**src/rtl/spi_reg_pkg.sv**
```systemverilog
// Shared types and constants for the SPI command decoder / register bus master.
package spi_reg_pkg;

  typedef enum logic [1:0] {
    S_IDLE = 2'd0,
    S_WR   = 2'd1,
    S_RD   = 2'd2,
    S_BUSY = 2'd3
  } spi_reg_state_t;

  // Direction bit of the command byte: 1 = write stream, 0 = read stream
  localparam int CMD_W_BIT = 7;

  // Byte shown to the master when a read-stream byte is dropped
  localparam logic [7:0] OVR_FILL = 8'hFF;

endpackage

```
**src/rtl/spi_reg_bridge.sv**
```systemverilog
// Decodes the SPI byte stream into register bus reads/writes and supplies
// the next byte for the SPI slave to shift out.
module spi_reg_bridge
  import spi_reg_pkg::*;
#(
  parameter int         ADDR_W    = 7,
  parameter logic [6:0] STATUS_ID = 7'h25
) (
  input  logic              clk,
  input  logic              rst,
  input  logic [7:0]        mdata,
  input  logic              data_valid_read,
  input  logic              data_firstbyte,
  output logic [7:0]        sdata,
  output logic              bus_req,
  output logic              bus_we,
  output logic [ADDR_W-1:0] bus_addr,
  output logic [7:0]        bus_wdata,
  input  logic [7:0]        bus_rdata,
  input  logic              bus_ack,
  output logic              overrun
);

  spi_reg_state_t    state_q, state_d, st_now;
  logic              dir_q, dir_d;          // 1 = write stream
  logic [ADDR_W-1:0] ptr_q, ptr_d;
  logic [7:0]        rdbuf_q, rdbuf_d;      // last read data (or overrun fill)
  logic              ovr_q, ovr_d;
  logic              pend_q, pend_d;        // command byte arrived while busy
  logic [7:0]        pcmd_q, pcmd_d;
  logic              bus_req_q, bus_req_d;
  logic              bus_we_q, bus_we_d;
  logic [ADDR_W-1:0] bus_addr_q, bus_addr_d;
  logic [7:0]        bus_wdata_q, bus_wdata_d;

  // Next-state: retire a pending ack first, then treat the byte pulse as if
  // the bus were free (or as an overrun if it is still busy).
  always_comb begin
    state_d     = state_q;
    dir_d       = dir_q;
    ptr_d       = ptr_q;
    rdbuf_d     = rdbuf_q;
    ovr_d       = ovr_q;
    pend_d      = pend_q;
    pcmd_d      = pcmd_q;
    bus_req_d   = bus_req_q;
    bus_we_d    = bus_we_q;
    bus_addr_d  = bus_addr_q;
    bus_wdata_d = bus_wdata_q;
    st_now      = state_q;

    if (state_q == S_BUSY && bus_ack) begin
      bus_req_d = 1'b0;
      st_now    = dir_q ? S_WR : S_RD;
      if (!bus_we_q) rdbuf_d = bus_rdata;
      // A command dropped during the busy cycle re-targets the stream but
      // starts no bus cycle and leaves the overrun flag set.
      if (pend_q) begin
        pend_d = 1'b0;
        dir_d  = pcmd_q[CMD_W_BIT];
        ptr_d  = pcmd_q[ADDR_W-1:0];
        st_now = pcmd_q[CMD_W_BIT] ? S_WR : S_RD;
      end
    end
    state_d = st_now;

    if (data_valid_read) begin
      if (st_now == S_BUSY) begin
        ovr_d = 1'b1;
        if (!dir_q) rdbuf_d = OVR_FILL;
        if (data_firstbyte) begin
          pend_d = 1'b1;
          pcmd_d = mdata;
        end
      end else if (data_firstbyte) begin
        dir_d  = mdata[CMD_W_BIT];
        ptr_d  = mdata[ADDR_W-1:0];
        ovr_d  = 1'b0;
        pend_d = 1'b0;
        if (mdata[CMD_W_BIT]) begin
          state_d = S_WR;
        end else begin
          state_d    = S_BUSY;
          bus_req_d  = 1'b1;
          bus_we_d   = 1'b0;
          bus_addr_d = mdata[ADDR_W-1:0];
        end
      end else if (st_now == S_WR) begin
        state_d     = S_BUSY;
        bus_req_d   = 1'b1;
        bus_we_d    = 1'b1;
        bus_addr_d  = ptr_d;
        bus_wdata_d = mdata;
        ptr_d       = ptr_d + 1'b1;
      end else if (st_now == S_RD) begin
        ptr_d      = ptr_d + 1'b1;
        state_d    = S_BUSY;
        bus_req_d  = 1'b1;
        bus_we_d   = 1'b0;
        bus_addr_d = ptr_d;
      end
    end
  end

  // State and bus registers, asynchronously cleared
  always_ff @(posedge clk or posedge rst) begin
    if (rst) begin
      state_q     <= S_IDLE;
      dir_q       <= 1'b0;
      ptr_q       <= '0;
      rdbuf_q     <= 8'h00;
      ovr_q       <= 1'b0;
      pend_q      <= 1'b0;
      pcmd_q      <= 8'h00;
      bus_req_q   <= 1'b0;
      bus_we_q    <= 1'b0;
      bus_addr_q  <= '0;
      bus_wdata_q <= 8'h00;
    end else begin
      state_q     <= state_d;
      dir_q       <= dir_d;
      ptr_q       <= ptr_d;
      rdbuf_q     <= rdbuf_d;
      ovr_q       <= ovr_d;
      pend_q      <= pend_d;
      pcmd_q      <= pcmd_d;
      bus_req_q   <= bus_req_d;
      bus_we_q    <= bus_we_d;
      bus_addr_q  <= bus_addr_d;
      bus_wdata_q <= bus_wdata_d;
    end
  end

  // Read streams show captured data; everything else shows the status byte
  assign sdata     = (state_q != S_IDLE && !dir_q) ? rdbuf_q : {ovr_q, STATUS_ID};
  assign bus_req   = bus_req_q;
  assign bus_we    = bus_we_q;
  assign bus_addr  = bus_addr_q;
  assign bus_wdata = bus_wdata_q;
  assign overrun   = ovr_q;

endmodule

```
**config.mk**
```make
export PLATFORM = sky130hd
export DESIGN_NAME = spi_reg_bridge
export DESIGN_NICKNAME = d
export VERILOG_FILES = /design/src/rtl/spi_reg_pkg.sv /design/src/rtl/spi_reg_bridge.sv
export SDC_FILE = /design/constraint.sdc
export NUM_CORES = 1
export LEC_CHECK = 0
export BUFFER_PORTS_ARGS = -buffer_cell sky130_fd_sc_hd__buf_2
export CAP_MARGIN = 20
export CORE_MARGIN = 1.5
export CORE_UTILIZATION = 45
export CTS_BUF_LIST = sky130_fd_sc_hd__clkbuf_4 sky130_fd_sc_hd__clkbuf_8 sky130_fd_sc_hd__clkbuf_16
export DETAILED_ROUTE_END_ITERATION = 6
export GPL_ROUTABILITY_DRIVEN = 0
export PLACE_DENSITY = 0.69
export SYNTH_ARGS = -nofsm -noshare
export SYNTH_HDL_FRONTEND = slang
export SYNTH_SLANG_ARGS = --single-unit
```
**constraint.sdc**
```tcl
create_clock -name clk -period 2.3 [get_ports clk]
set_clock_uncertainty 0.15 [all_clocks]
set_input_delay 0.345 -clock clk [delete_from_list [all_inputs] [get_ports clk]]
set_output_delay 0.345 -clock clk [all_outputs]
set_load 0.01 [all_outputs]
```
==> run_results.csv, run 1 <==
group,metric,value,unit
clock_network,cts_tree,"built",
power,pwr-share-comb,45.8,%
yosys,synth.ff_latch_count,45,
sta,final_hold_viol_count,0,
power,intPower,2.22,mW
setup_path,path_cells,"buf_4, nor2_1, nor2_2, mux2_2, buf_2",
power,p_leak,1.33,nW
die,start_util,47.1,%
global_route,grt_pass1_wl,9620,µm
clock_network,h-tree-depth,2,
sta,fin_crit,2180,ps
routing,final_antenna_net_count,0,
yosys,syn_avg_cell_area,9.43,µm²
routing,wire_per_inst,15.2,µm
setup_path,cp.required,1800,ps
placement,hpwlAfterDp,4230,µm
global_route,grt_usage,21.0,%
final_layout,num-fill-cells,506,
sta,relSlewSlack,46.9,%
yosys,yosysTopAreaCell,"dfrtp_1",
yosys,seq_area_frac_synth,46.5,%
setup_path,cp.buffers_inverters,2,
die,die_h,76.4,µm
power,power_frac_clock,14.5,%
die,dieArea,5830,µm²
clock_network,cts.clk_slew.worst_paths,90,ps
flow_run,max_cap_violations,0,
routing,vias_per_cell,5.57,
final_layout,regArea,1130,µm²
global_route,grt_max_degree,25,
setup_path,worstPathArrival,1680,ps
global_route,antenna_found_initial,0,
setup_path,critPathMaxFanout,12,
sta,rsz0062_at_grt,"false",
clock_network,cts_made_buffers,5,
routing,wl,5780,µm
yosys,synth_edf_count,0,
die,core,5140,µm²
sta,fmax,0.459,GHz
setup_path,path_class,"flip-flop to output pin",
placement,io_buffers,46,
power,swShare,40.2,%
yosys,yosysWarnings,0,
setup_path,cp_slowest_cell,"dfrtp_1",
setup_path,cp_top_family,"flip-flops",
yosys,syn_area,2420,µm²
power,share_seq_of_total_power,39.7,%
clock_network,cts_setup_buffers,0,
global_route,grt_pass1_vias,1920,
sta,setup_viol,0,
final_layout,synthToLayoutAreaGrowth,19.0,%
yosys,synth_most_common_cell,"dfrtp_1",
power,ir_drop,720,µV
clock_network,cts_buffer_depth,2,
final_layout,drive_gt1_share,28.7,%
sta,tightest_slew,791,ps
die,die_w,76.4,µm
setup_path,cp-end-kind,"output pin",
power,p_total,3.72,mW
final_layout,diodes,0,
sta,fin_setup_tns,0,ps
yosys,synth_flop_cell,"dfrtp_1",
die,num_rows,26,
setup_path,critPathLaunchType,"flip-flop",
clock_network,cts_root_buf,"clkbuf_8",
power,switching_power,1.49,mW
yosys,synth_nets,278,
final_layout,fin_area,2880,µm²
power,p_per_area,1290,nW/µm²
status,outcome,"finished clean",
yosys,syn_inst,257,
final_layout,multi_input_area,1210,µm²
clock_network,cts_sinks,45,
yosys,synth_common_cells,"dfrtp_1, nand2_1, mux2_2, nor2_1, a21oi_1",
yosys,netlist.area_leader.share,46.5,%
placement,dpl-instance-area,2770,µm²
routing,drt_pass1_iterations,4,
sta,finalCritPeriodShare,94.7,%
die,ios,47,
yosys,synth_cell_types,40,
yosys,ys_async_sr_fraction,100,%
global_route,grt-ovfl-total,0,
routing,drtIter0Drc,219,
routing,vias,2116,
final_layout,final_nets,330,
setup_path,crit_path_max_incr_delay,410,ps
yosys,ys_top_cells_by_area,"dfrtp_1, mux2_2, nand2_1",
routing,drcViolationCount,0,
clock_network,worstSkewPairLatency,310,ps
hold_path,holdCritPathClass,"input pin to flip-flop",
sta,drv_slew,0,
-- registers in the layout, summed over array words and instances (netlist names) --
| register | flops |
|---|---|
| pend_q | 1 |
| ptr_q | 7 |
| pcmd_q | 8 |
| bus_wdata | 8 |
| bus_addr | 7 |
| bus_we | 1 |
| bus_req | 1 |
| dir_q | 1 |
| state_q | 2 |
| overrun | 1 |
| rdbuf_q | 8 |
-- worst min-delay path, stage by stage --
cell and delay (ps):
buf_2 80, nand2_1 40, nand3_1 60
-- layout make-up --
type                    instances  area share (%)
flip-flops and latches         45            39.1
clock buffers                   6            2.87
repair buffers                 59            11.9
clock inverters                 2           0.608
inverters                       3           0.391
well taps                      70            3.04
multi-input cells             195            42.1
-- layer usage --
metal  share of wire (%)  vias to the layer above  track usage (%)  wire length [µm]
li1                    -                     1018                -                 -
met1                  48                     1019             31.0              2780
met2                  44                       71             30.4              2540
met3                 6.4                        8             4.79               370
met4                 1.4                        0             6.85                83
met5                   0                        -                0                 0
-- logic make-up after synthesis --
kind of cell | after synthesis | synth area share [%]
AND/OR/NAND/NOR | 108 | 21.4
AO/OA/AOI/OAI | 49 | 12.2
flip-flops | 45 | 46.5
multiplexers | 29 | 13.1
buffers and inverters | 17 | 3.51
XOR/XNOR | 9 | 3.25
-- repair_timing --
action | CTS | global route
setup endpoints to repair | 0 | 1
hold endpoints to repair | 21 | 0
resized for setup | 0 | 1
hold buffers | 1 | 0
-- power by group through the flow --
stage	Sequential, mW	Combinational (mW)	Clock (mW)
floorplan	1.48	1.10	0
global placement	1.47	1.66	0
detailed placement	1.48	1.68	0
CTS	1.47	1.70	0.556
global route	1.53	1.88	0.588
finish	1.48	1.70	0.538
-- final timing paths --
kind	depth (start not counted)	start	slack [ps]	to
max	5	state_q[1]	120	sdata[7]
min	3	bus_rdata[2]	100	rdbuf_q[2]
max reg2reg	6	state_q[0]	170	ptr_q[1]
min reg2reg	2	rdbuf_q[0]	340	rdbuf_q[0]
max in group asynchronous	4	rst	1010	ptr_q[5]
min in group asynchronous	3	rst	470	bus_wdata[7]
-- cells in the final DEF (no fill, tap or decap), types with 2 or more instances in the layout --
cell type / n
and3_1: 4
mux2_2: 19
nand3_1: 15
nor2_1: 18
and4_1: 3
mux2i_1: 9
a22oi_1: 4
nand2_1: 40
and2_1: 4
nand4_1: 3
buf_2: 46
dfrtp_1: 45
o21ai_0: 13
a221oi_1: 3
xor2_1: 6
o22ai_1: 3
clkbuf_8: 6
a21oi_1: 17
nor3_1: 4
buf_4: 11
xnor2_1: 3
or3_1: 9
inv_1: 2
a31oi_1: 2
-- stage by stage --
stage	util (%)	hold slack [ps]	worst slack, ps	std cells
finish	56.1	101	122	380
global route	56.1	105	35.9	380
CTS	56.0	93.2	21.8	380
detailed placement	53.9	280	147	371
global placement	53.9	285	220	371
floorplan	-	306	315	257
Power figures use the tool's default switching activity.
==> run 2: changes to the inputs <==
- CORE_UTILIZATION: 45 -> 55
- CTS_CLUSTER_DIAMETER: default -> 50
- PLACE_DENSITY: 0.69 -> default
- PLACE_DENSITY_LB_ADDON: default -> 0.25
==> run 2 against run 1 <==
Effect of this change: maximum frequency up 0.33%; clock power up 0.7%; critical endpoint unchanged; critical path type unchanged; largest cell class unchanged; highest routed layer unchanged; clock-buffer cell count unchanged; critical path depth unchanged.
==> run_results.csv, run 2 (synthesis gave the netlist of run 1 again) <==
group,metric,value,unit
clock_network,h-tree-depth,2,
power,intPower,2.21,mW
setup_path,path_class,"flip-flop to output pin",
power,ir_drop,871,µV
sta,fin_setup_tns,0,ps
flow_run,max_cap_violations,0,
final_layout,synthToLayoutAreaGrowth,16.7,%
power,p_leak,1.32,nW
final_layout,num-fill-cells,342,
clock_network,cts.clk_slew.worst_paths,90,ps
die,num_rows,23,
placement,hpwlAfterDp,4180,µm
power,share_seq_of_total_power,39.6,%
final_layout,final_nets,328,
setup_path,worstPathArrival,1680,ps
clock_network,worstSkewPairLatency,300,ps
clock_network,cts_tree,"built",
power,p_per_area,1310,nW/µm²
sta,tightest_slew,566,ps
sta,rsz0062_at_grt,"false",
die,die_h,69.4,µm
clock_network,holdBufCountCts,0,
final_layout,multi_input_area,1210,µm²
setup_path,cp-end-kind,"output pin",
sta,relSlewSlack,62.3,%
routing,vias_per_cell,5.97,
final_layout,drive_gt1_share,28.9,%
final_layout,diodes,0,
sta,fin_crit,2170,ps
clock_network,cts_setup_buffers,0,
setup_path,critPathLaunchType,"flip-flop",
final_layout,regArea,1130,µm²
final_layout,post-route-util,68.7,%
global_route,grt-ovfl-total,0,
sta,drv_slew,0,
clock_network,cts_sinks,45,
routing,wire_per_inst,16.1,µm
routing,drt_pass1_iterations,4,
routing,vias,2136,
global_route,grt_usage,25.4,%
sta,fmax,0.461,GHz
sta,finalCritPeriodShare,94.4,%
die,die_w,69.4,µm
clock_network,cts_made_buffers,5,
global_route,grt_pass1_vias,2012,
power,power_frac_clock,14.6,%
setup_path,critPathMaxFanout,8,
global_route,grt_pass1_wl,9860,µm
sta,final_hold_viol_count,0,
die,dieArea,4810,µm²
power,pwr-share-comb,45.8,%
global_route,antenna_found_initial,0,
routing,wl,5780,µm
clock_network,cts_buffer_depth,2,
routing,drtIter0Drc,243,
sta,setup_viol,0,
setup_path,cp.required,1800,ps
final_layout,layout_commonest_cell,"buf_2",
hold_path,holdCritPathClass,"input pin to asynchronous set/reset pin",
power,swShare,40.3,%
status,outcome,"finished clean",
final_layout,final_cell_mix,"buf_2, dfrtp_1, nand2_1, mux2_2, nor2_1",
clock_network,cts_root_buf,"clkbuf_8",
global_route,grt_max_degree,46,
power,switching_power,1.50,mW
placement,io_buffers,46,
die,core,4120,µm²
routing,final_antenna_net_count,0,
die,ios,47,
routing,drcViolationCount,0,
die,start_util,58.9,%
run 2: timing repair:
action,4_1_cts,5_1_grt
gates resized for setup,0,2
hold endpoints to repair,0,0
endpoints found under the setup margin,0,2
run 2: path summary, 6_finish.rpt:
kind                              startpoint            to  slack (ps)  cells past startpoint
max in group asynchronous                rst         dir_q        1600                      3
worst max-delay path              state_q[1]      sdata[7]         130                      5
worst min-delay path                     rst  bus_wdata[5]          20                      3
worst min register to register   bus_addr[0]   bus_addr[0]         340                      2
min in group clk                bus_rdata[4]    rdbuf_q[4]         100                      3
worst max register to register        pend_q  bus_wdata[7]         150                      4
run 2: critical path, stage by stage, from the launching register on:
cell	delay [ps]
dfrtp_1	460
buf_4	190
nor2_1	60
nor2_2	170
mux2_2	350
buf_2	140
run 2: stage by stage:
| step | total power, mW | setup WS (ps) | std cells | cell area, µm² | hold slack, ps |
|---|---|---|---|---|---|
| floorplan | 2.58 | 315 | 257 | 2420 | 306 |
| global placement | 3.11 | 201 | 350 | 2720 | 314 |
| detailed placement | 3.16 | 104 | 350 | 2720 | 318 |
| CTS | 3.70 | 51.8 | 358 | 2820 | 39.4 |
| global route | 3.98 | 19.8 | 358 | 2830 | 71.8 |
| finish | 3.71 | 129 | 358 | 2830 | 18.0 |
run 2: area by class of cell:
| class | count | area share [%] |
|---|---|---|
| Sequential cell | 45 | 39.8 |
| Multi-Input combinational cell | 195 | 43.0 |
| Timing Repair Buffer | 57 | 11.1 |
| Clock inverter | 2 | 0.619 |
| Inverter | 3 | 0.398 |
| Clock buffer | 6 | 2.92 |
| Tap cell | 50 | 2.21 |
run 2: layer usage:
metal | track usage, % | vias to the layer above | routed length (µm)
met5 | 0 | - | 0
met4 | 5.66 | 0 | 45
met3 | 6.40 | 7 | 349
met2 | 37.8 | 91 | 2620
met1 | 37.4 | 1023 | 2770
li1 | - | 1015 | -
run 2: power by group through the flow:
stage	sequential [mW]	clock (mW)	combinational (mW)
after floorplan	1.48	0	1.10
after global placement	1.46	0	1.64
after detailed placement	1.47	0	1.69
after CTS	1.46	0.545	1.70
after global routing	1.52	0.583	1.88
final	1.47	0.542	1.70
==> run 3: changes to the inputs <==
--- a/config.mk
+++ b/config.mk
@@ -10,3 +10,3 @@
 export CORE_MARGIN = 1.5
-export CORE_UTILIZATION = 55
+export CORE_UTILIZATION = 59
 export CTS_BUF_LIST = sky130_fd_sc_hd__clkbuf_4 sky130_fd_sc_hd__clkbuf_8 sky130_fd_sc_hd__clkbuf_16
@@ -16,2 +16,3 @@
 export PLACE_DENSITY_LB_ADDON = 0.25
+export REMOVE_ABC_BUFFERS = 1
 export SYNTH_ARGS = -nofsm -noshare
==> constraint.sdc (replaced) <==
create_clock -name clk -period 2.5 [get_ports clk]
set_clock_uncertainty 0.15 [all_clocks]
set_input_delay 0.375 -clock clk [delete_from_list [all_inputs] [get_ports clk]]
set_output_delay 0.375 -clock clk [all_outputs]
set_load 0.005 [all_outputs]
==> run 3 against run 2 <==
Effect of this change: sequential cell count stayed put; wire length is 1.8% higher; cell area is 0.62% higher; register-to-register slack better by 160 ps; hold slack better by 120 ps.
==> run_results.csv, run 3 (synthesis gave the netlist of run 1 again) <==
group,metric,value,unit
setup_path,cp.buffers_inverters,2,
setup_path,worstPathArrival,1670,ps
global_route,antenna_found_initial,0,
final_layout,diodes,0,
routing,wire_per_inst,16.5,µm
hold_path,holdCritPathClass,"input pin to flip-flop",
setup_path,cp-end-kind,"output pin",
global_route,grt_usage,29.1,%
setup_path,cp.required,1980,ps
power,switching_power,1.28,mW
power,intPower,2.18,mW
sta,setup_slack,307,ps
sta,final_hold_viol_count,0,
flow_run,max_cap_violations,0,
clock_network,h-tree-depth,2,
clock_network,holdBufCountCts,1,
routing,vias,2119,
power,p_total,3.46,mW
sta,hold-worst-slack,138,ps
final_layout,layout_commonest_cell,"buf_2",
global_route,grt_pass1_wl,9720,µm
clock_network,cts_tree,"built",
setup_path,crit_path_max_incr_delay,370,ps
die,die_h,67.1,µm
sta,fmax,0.456,GHz
routing,top_layer,"met4",
clock_network,cts_made_buffers,5,
die,core,3970,µm²
routing,final_antenna_net_count,0,
routing,wl,5880,µm
final_layout,post-route-util,71.6,%
final_layout,drive_gt1_share,27.8,%
die,num_rows,23,
clock_network,cts_setup_buffers,0,
final_layout,final_cell_mix,"buf_2, dfrtp_1, nand2_1, mux2_2, nor2_1",
setup_path,critPathMaxFanout,14,
die,ios,47,
placement,io_buffers,46,
sta,relSlewSlack,64.4,%
clock_network,cts_buffer_depth,2,
sta,drv_slew,0,
placement,dpl-instance-area,2700,µm²
placement,dpl_worst_slack,216,ps
clock_network,cts_sinks,45,
global_route,grt_pass1_vias,2062,
power,ir_drop,661,µV
routing,drt_pass1_iterations,6,
clock_network,worstSkewPairLatency,300,ps
power,pwr-share-comb,42.4,%
global_route,grt-ovfl-total,0,
routing,drcViolationCount,0,
status,outcome,"finished clean",
clock_network,cts_resized,0,
clock_network,cts.clk_slew.worst_paths,90,ps
sta,fin_crit,2190,ps
setup_path,path_cells,"buf_4, nor2_1, nor2_1, mux2_2, buf_2",
die,dieArea,4500,µm²
routing,met3_length,511,µm
setup_path,cp_slowest_cell,"dfrtp_1",
global_route,grt_max_degree,25,
final_layout,final_nets,326,
sta,setup_viol,0,
final_layout,stdcell_count,356,
placement,hpwlAfterDp,4190,µm
setup_path,cp_top_family,"flip-flops",
routing,route.met2.wl,2780,µm
die,start_util,61.0,%
routing,drtIter0Drc,217,
sta,rsz0062_at_grt,"false",
final_layout,synthToLayoutAreaGrowth,17.5,%
setup_path,critPathLaunchType,"flip-flop",
sta,tightest_slew,531,ps
sta,fin_setup_tns,0,ps
setup_path,path_class,"flip-flop to output pin",
placement,dpl.cell_count,347,
sta,finalCritPeriodShare,87.7,%
clock_network,cts_root_buf,"clkbuf_8",
power,power_frac_clock,18.7,%
power,swShare,37.0,%
power,p_leak,1.33,nW
routing,vias_per_cell,5.95,
final_layout,fin_area,2850,µm²
routing,wl_met1,2460,µm
power,p_per_area,1220,nW/µm²
die,die_w,67.1,µm
setup_path,critPathMostFrequentCell,"nor2_1",
power,share_seq_of_total_power,38.9,%
-- run 3: layout make-up --
type | instances | area [µm²]
Clock buffer | 5 | 68.8
Clock inverter | 3 | 65.1
Fill cell | 319 | 1130
Inverter | 3 | 11.3
Multi-Input combinational cell | 195 | 1210
Sequential cell | 45 | 1130
Tap cell | 50 | 62.6
Timing Repair Buffer | 55 | 300
-- run 3: layer usage --
layer | up-vias | global-route usage (%)
met2 | 107 | 46.0
met1 | 982 | 38.3
met4 | 0 | 10.7
met3 | 21 | 7.26
met5 | - | 0
li1 | 1009 | -
-- run 3: worst paths after layout --
kind | slack [ps] | endpoint | from | cells after the start
max | 310 | sdata[7] | state_q[0] | 5
min | 140 | rdbuf_q[7] | bus_rdata[7] | 3
max reg2reg | 310 | ptr_q[6] | pend_q | 5
min reg2reg | 340 | bus_wdata[1] | bus_wdata[1] | 2
max in group asynchronous | 1130 | bus_addr[1] | rst | 4
min in group asynchronous | 500 | bus_wdata[5] | rst | 3
-- run 3: worst register-to-register path, delay by kind of cell, from the launching register on --
kind / cells / cell delay (ps)
buffers and inverters: 1 / 200
DFF: 1 / 440
and+or+nand+nor: 3 / 960
muxes: 1 / 320
-- run 3: power by group through the flow --
stage               logic, mW  registers (mW)  clock network [mW]
floorplan               0.923            1.32                   0
global placement         1.41            1.33                   0
detailed placement       1.45            1.35                   0
CTS                      1.47            1.34               0.658
global route             1.64            1.39               0.688
finish                   1.47            1.34               0.648
